$ cat src/rtl/digit_serial_add_sub.sv
// Digit-serial WIDTH-bit two's-complement add/sub, DIGIT bits per cycle; N=WIDTH/DIGIT cycles accept-to-out_valid.
// One transaction in flight: in_ready only in IDLE, result held in DONE until out_ready.
module digit_serial_add_sub #(
  parameter int WIDTH = 16,
  parameter int DIGIT = 4
) (
  input  logic             clk,
  input  logic             rst,
  input  logic             in_valid,
  output logic             in_ready,
  input  logic [WIDTH-1:0] A,
  input  logic [WIDTH-1:0] B,
  input  logic             Sel,
  output logic             out_valid,
  input  logic             out_ready,
  output logic [WIDTH-1:0] Sum,
  output logic             Carry,
  output logic             Overflow,
  output logic             Zero
);

  localparam int N    = WIDTH / DIGIT;
  localparam int IDXW = (N > 1) ? $clog2(N) : 1;

  localparam logic [1:0] S_IDLE = 2'd0;
  localparam logic [1:0] S_RUN  = 2'd1;
  localparam logic [1:0] S_DONE = 2'd2;

  logic [1:0]       state_q, state_d;
  logic [WIDTH-1:0] a_q, a_d;
  logic [WIDTH-1:0] b_q, b_d;
  logic [WIDTH-1:0] sum_q, sum_d;
  logic             cy_q, cy_d;
  logic [IDXW-1:0]  idx_q, idx_d;
  logic             carry_q, carry_d;
  logic             ovf_q, ovf_d;
  logic             zero_q, zero_d;

  logic [DIGIT-1:0] a_dig;
  logic [DIGIT-1:0] b_dig;
  logic [DIGIT:0]   dig_sum;
  logic             msb_cin;
  logic             last_dig;
  logic [WIDTH-1:0] sum_upd;

  // One DIGIT-bit ripple per cycle; b_q already holds B inverted for subtract.
  always_comb begin
    a_dig    = a_q[int'(idx_q)*DIGIT +: DIGIT];
    b_dig    = b_q[int'(idx_q)*DIGIT +: DIGIT];
    dig_sum  = {1'b0, a_dig} + {1'b0, b_dig} + {{DIGIT{1'b0}}, cy_q};
    // Carry into the top bit of this digit, recovered from its sum bit.
    msb_cin  = a_dig[DIGIT-1] ^ b_dig[DIGIT-1] ^ dig_sum[DIGIT-1];
    last_dig = (idx_q == IDXW'(N - 1));
    sum_upd  = sum_q;
    sum_upd[int'(idx_q)*DIGIT +: DIGIT] = dig_sum[DIGIT-1:0];
  end

  always_comb begin
    state_d = state_q;
    a_d     = a_q;
    b_d     = b_q;
    sum_d   = sum_q;
    cy_d    = cy_q;
    idx_d   = idx_q;
    carry_d = carry_q;
    ovf_d   = ovf_q;
    zero_d  = zero_q;
    case (state_q)
      S_IDLE: begin
        if (in_valid) begin
          a_d     = A;
          b_d     = B ^ {WIDTH{Sel}};
          cy_d    = Sel;
          idx_d   = '0;
          state_d = S_RUN;
        end
      end
      S_RUN: begin
        sum_d = sum_upd;
        cy_d  = dig_sum[DIGIT];
        idx_d = IDXW'(idx_q + 1'b1);
        if (last_dig) begin
          idx_d   = '0;
          carry_d = dig_sum[DIGIT];
          ovf_d   = msb_cin ^ dig_sum[DIGIT];
          zero_d  = (sum_upd == '0);
          state_d = S_DONE;
        end
      end
      S_DONE: begin
        if (out_ready) begin
          state_d = S_IDLE;
        end
      end
      default: state_d = S_IDLE;
    endcase
  end

  always_ff @(posedge clk) begin
    if (rst) begin
      state_q <= S_IDLE;
      a_q     <= '0;
      b_q     <= '0;
      sum_q   <= '0;
      cy_q    <= 1'b0;
      idx_q   <= '0;
      carry_q <= 1'b0;
      ovf_q   <= 1'b0;
      zero_q  <= 1'b0;
    end else begin
      state_q <= state_d;
      a_q     <= a_d;
      b_q     <= b_d;
      sum_q   <= sum_d;
      cy_q    <= cy_d;
      idx_q   <= idx_d;
      carry_q <= carry_d;
      ovf_q   <= ovf_d;
      zero_q  <= zero_d;
    end
  end

  assign in_ready  = (state_q == S_IDLE);
  assign out_valid = (state_q == S_DONE);
  assign Sum       = sum_q;
  assign Carry     = carry_q;
  assign Overflow  = ovf_q;
  assign Zero      = zero_q;

endmodule

$ cat config.mk
export PLATFORM = sky130hd
export DESIGN_NAME = digit_serial_add_sub
export DESIGN_NICKNAME = d
export VERILOG_FILES = /design/src/rtl/digit_serial_add_sub.sv
export SDC_FILE = /design/constraint.sdc
export NUM_CORES = 1
export LEC_CHECK = 0
export ABC_AREA = 1
export CAP_MARGIN = 25
export CORE_MARGIN = 1
export CORE_UTILIZATION = 56
export DETAILED_ROUTE_END_ITERATION = 10
export GPL_TIMING_DRIVEN = 0
export PLACE_DENSITY = 0.86
export SETUP_SLACK_MARGIN = 0.3
export SYNTH_ARGS = -nofsm -noshare
export SYNTH_HDL_FRONTEND = slang
export SYNTH_SLANG_ARGS = --single-unit
$ cat constraint.sdc
create_clock -name clk -period 7.7 [get_ports clk]
set_input_delay 1.54 -clock clk [delete_from_list [all_inputs] [get_ports clk]]
set_output_delay 1.54 -clock clk [all_outputs]
set_load 0.1 [all_outputs]
Word-level counts from Yosys, hierarchy flattened
Index checks and enable logic that the tools add are counted.

operators by class
  bitwise operators = 4
  shift operators = 4
  eq/ne operators = 6
  reduce and logical (&&, ||, !) cells = 7
  multiplexer cells = 10
  add/sub/neg operators = 4

operators by type and width
  operator                 count
  $neg 4->33               1
  $shift 4x33->16 const A  1
  $shiftx 4x33->16         1
  $shiftx 16x5->4          2
  $bwmux 16                1
  $logic_not 16->1         1
  $xor 16x16->16           1
  $mux 2                   5
  $pmux 2 s3               1
  $reduce_and 2->1         3
  $add 4x4->5              1
  $add 5x1->5              1
  $eq 2x2->1 const B       2
  $ne 2x2->1 const B       2
  $pmux 2 s2               1
  $reduce_and 3->1         1
  $xor 1x1->1              3
  $add 2x1->2 const B      1
  $eq 2x1->1 const B       1
  $logic_not 2->1          1
  $ne 2x1->1 const B       1
  $pmux 1 s2               1
  $reduce_bool 2->1        1
  $mux 1                   1

word-level totals
  output and inout port bits = 21
  input bits = 37
  word-level logic and storage cells = 44
  register bits = 56

Longest topological paths before layout
  word-level depth = 6
  depth in mapped cells = 19
  depth with buffers taken out = 17

Worst setup path before layout
No wires, ideal clock.

  path kind = reg2out
  from = register state_q[1]
  to = output out_valid
  stages on the path, launching flop included = 3
  data required time = 6.160 ns
  data arrival time = 1.639 ns
  path buffers = 0
  slack = 4.521 ns
  cell sequence = dfxtp_1 -> inv_1 -> nor2_1

between the ends
  word-level cells in the longest chain between the ends = 1

ends and longest elaborated chain
  what                    line  source
  start, declared         29    logic [1:0] state_q, state_d;
  start signal, assigned  111   state_q <= state_d;
  $eq 2x2->1              124   assign out_valid = (state_q == S_DONE);
  end, declared           14    output logic out_valid,

No other way between the ends.

Final worst setup path
Ends and elaborated chain as after synthesis.

==> results_dict.tcl <==
set metrics [dict create \
    grt_pass1_vias 2808 \
    hold_start "b_q[1]" \
    grt-ovfl-total 0 \
    path_clk_slew_ns 0.10 \
    p_seq_frac 0.436 \
    synth_area_um2 2960 \
    synth_ff_type "dfxtp_1" \
    cts_inserted_buffers 5 \
    synthesis.nets 472 \
    vias 2953 \
    worstHoldPathType "reg2reg" \
    pwr-share-comb 0.357 \
    cts_resized 0 \
    syn-instance-count 424 \
    final_nets 535 \
    fin_util 0.7224 \
    drc 0 \
    synth_most_common_cell "nor2_1" \
    core_area_um2 5107 \
    yosysTopAreaCell "dfxtp_1" \
    first_pass_iters 5 \
    wl_per_cell_um 13.25 \
    worstPathCellList "inv_1 -> nor2_1 -> clkdlybuf4s50_1" \
    critPathSlowestCell "clkdlybuf4s50_1" \
    grt_pass1_wl_um 12260 \
    track_usage 0.2881 \
    synth_warnings 0 \
    grt_max_degree 17 \
    fmax_ghz 0.2848 \
    rr_startpoint "idx_q[0]" \
    root_buffer "clkbuf_8" \
    cts_htree_levels 2 \
    antennaDiodeCount 0 \
    cp-startpoint "state_q[1]" \
    start_util 0.5796 \
    drt-initial-drc-count 209 \
    post-route-min-period_ns 3.512 \
    arrival_ns 1.97 \
    internal_power_mw 0.4675 \
    swShare 0.3834 \
    tightest_slew_ns 0.9838 \
    cp-end-kind "primary output" \
    setup_tns_ns 0 \
    yosys-top-cells-area "dfxtp_1 (38%), nor2_1 (12%), nand2_1 (7.2%)" \
    rsz0062_at_grt "no" \
    status "finished clean" \
    portBuffers 56 \
    cp-start-kind "register" \
    leakage_nw 1.631 \
    io_pins 58 \
    synth-seq-area-share 0.3787 \
    die_w_um 74.71 \
    yosys.area.top_type_share 0.3787 \
    max_cap_violations 0 \
    dpl.hpwl_um 5681 \
    synth_enable_flop_cells 0 \
    ys_seq_elements 56 \
    setup_viol 0 \
    synth_cell_types 29 \
    post_cts_buffers 0 \
    fin_hold_ws_ns 0.4751 \
    drt_wl_total_um 7382 \
    critPathMaxFanout 2 \
    dieArea_um2 5581 \
    setup.worst_path.class "reg2out" \
    critical-path-max-stage-delay_ns 1.15 \
    critPathRequiredTime_ns 6.16 \
    clock_sinks 56 \
    ir_drop_mv 0.09851 \
    skew_ns 0.009186 \
    vias_per_cell 5.302 \
    yosys-top-cells-count "nor2_1 (98), nand2_1 (57), dfxtp_1 (56), inv_1 (44), o21ai_0 (40)" \
    hold_violations 0 \
    power_switching_mw 0.2907 \
    clk_path_buf_depth 2 \
    synthArstFlopShare 0 \
    die_h_um 74.71 \
    clockPowerShare 0.207 \
    syn_avg_cell_area_um2 6.982 \
    grt_antenna_before_repair 0 \
    ctsHoldBuffers 0 \
    clock_latency_ns 0.31 \
    cts_tree "built" \
    syn_to_final_growth_pct 24.64 \
    globalplace.congestion 0.8912 \
    postRouteAntennaNets 0 \
    power_density_nw_per_um2 205.5 \
    drive_gt1_frac 0.06571 \
    rows 26 \
    post-route-period-util 0.4561 \
    max_slew_margin 0.3420 \
    slew_violations 0 \
]
[cells by family (layout without fill, tap and decap cells)]
group                      count (synthesis)  in the layout  synth area share
adders and majority gates                 11             11           0.05157
xor gates and xnor gates                  17             17           0.05030
buffers and inverters                     72            135           0.09806
and+or+nand+nor                          178            178            0.2396
DFF                                       56             56            0.3787
AOI/OAI and AO/OA                         90             90            0.1817
[cell type report]
type	count	area, um2
Inverter	50	187.7
Buffer	22	102.6
Tap cell	70	87.58
Multi-Input combinational cell	296	1549
Clock inverter	2	12.51
Clock buffer	5	68.82
Fill cell	466	1418
Sequential cell	56	1121
Timing Repair Buffer	56	560.5
[worst max-delay path: cells and delay by family, from the launching register on]
family        cells  cell delay [ns]
simple gates      1             0.12
flops             1             0.34
buf+inv           2             1.20
[path summary, 6_finish.rpt]
check / end / slack, ns / cells past startpoint
setup / recovery: out_valid / 4.19 / 3
hold / removal: b_q[1] / 0.48 / 2
setup reg to reg: Zero / 4.22 / 18
hold reg to reg: b_q[1] / 0.48 / 2
[per-layer routing]
metal	global-route usage	vias up	wire length, um
met5	0	-	0
met1	0.3428	1366	3101
met3	0.05221	14	433
met4	0.09224	0	132
met2	0.5235	89	3714
li1	-	1484	-
[state kept, by name, indices dropped and copies added (netlist names)]
signal,flops
Carry,1
Overflow,1
state_q,2
Sum,16
b_q,16
idx_q,2
a_q,16
Zero,1
cy_q,1
[layout by cell type, fill, tap and decap left out, types with 2 or more instances in the layout]
cell,Yosys,routed
o211ai_1,7,7
buf_4,2,2
a211oi_1,16,16
clkdlybuf4s50_1,0,56
dfxtp_1,56,56
inv_1,44,44
a32oi_1,2,2
o21ai_1,4,4
o22ai_1,6,6
nand4_1,2,2
xnor2_1,15,15
buf_2,10,10
nand2_1,57,57
ha_1,9,9
nor2_2,2,2
clkbuf_1,10,10
inv_2,6,6
xor2_1,2,2
o21ai_0,40,40
clkbuf_8,0,5
nor2_1,98,98
nand3_1,16,16
a21oi_1,11,11
fa_1,2,2
[power by group through the flow]
stage	Sequential, mW	Clock [mW]	Combinational (mW)
2_1_floorplan	0.388	0	0.142
3_3_place_gp	0.336	0	0.261
3_5_place_dp	0.337	0	0.268
4_1_cts	0.330	0.158	0.269
5_1_grt	0.333	0.171	0.297
6_report	0.330	0.157	0.271
[per-stage QoR]
step / setup slack, ns / area (um2) / total power [mW] / cells
after floorplan: 4.521 / 2960 / 0.5301 / 424
after global placement: 4.407 / 3608 / 0.5965 / 550
after detailed placement: 4.354 / 3608 / 0.6045 / 550
after CTS: 4.180 / 3690 / 0.7563 / 557
after global routing: 3.969 / 3690 / 0.8008 / 557
final: 4.188 / 3690 / 0.7582 / 557
Power figures use the tool's default switching activity.
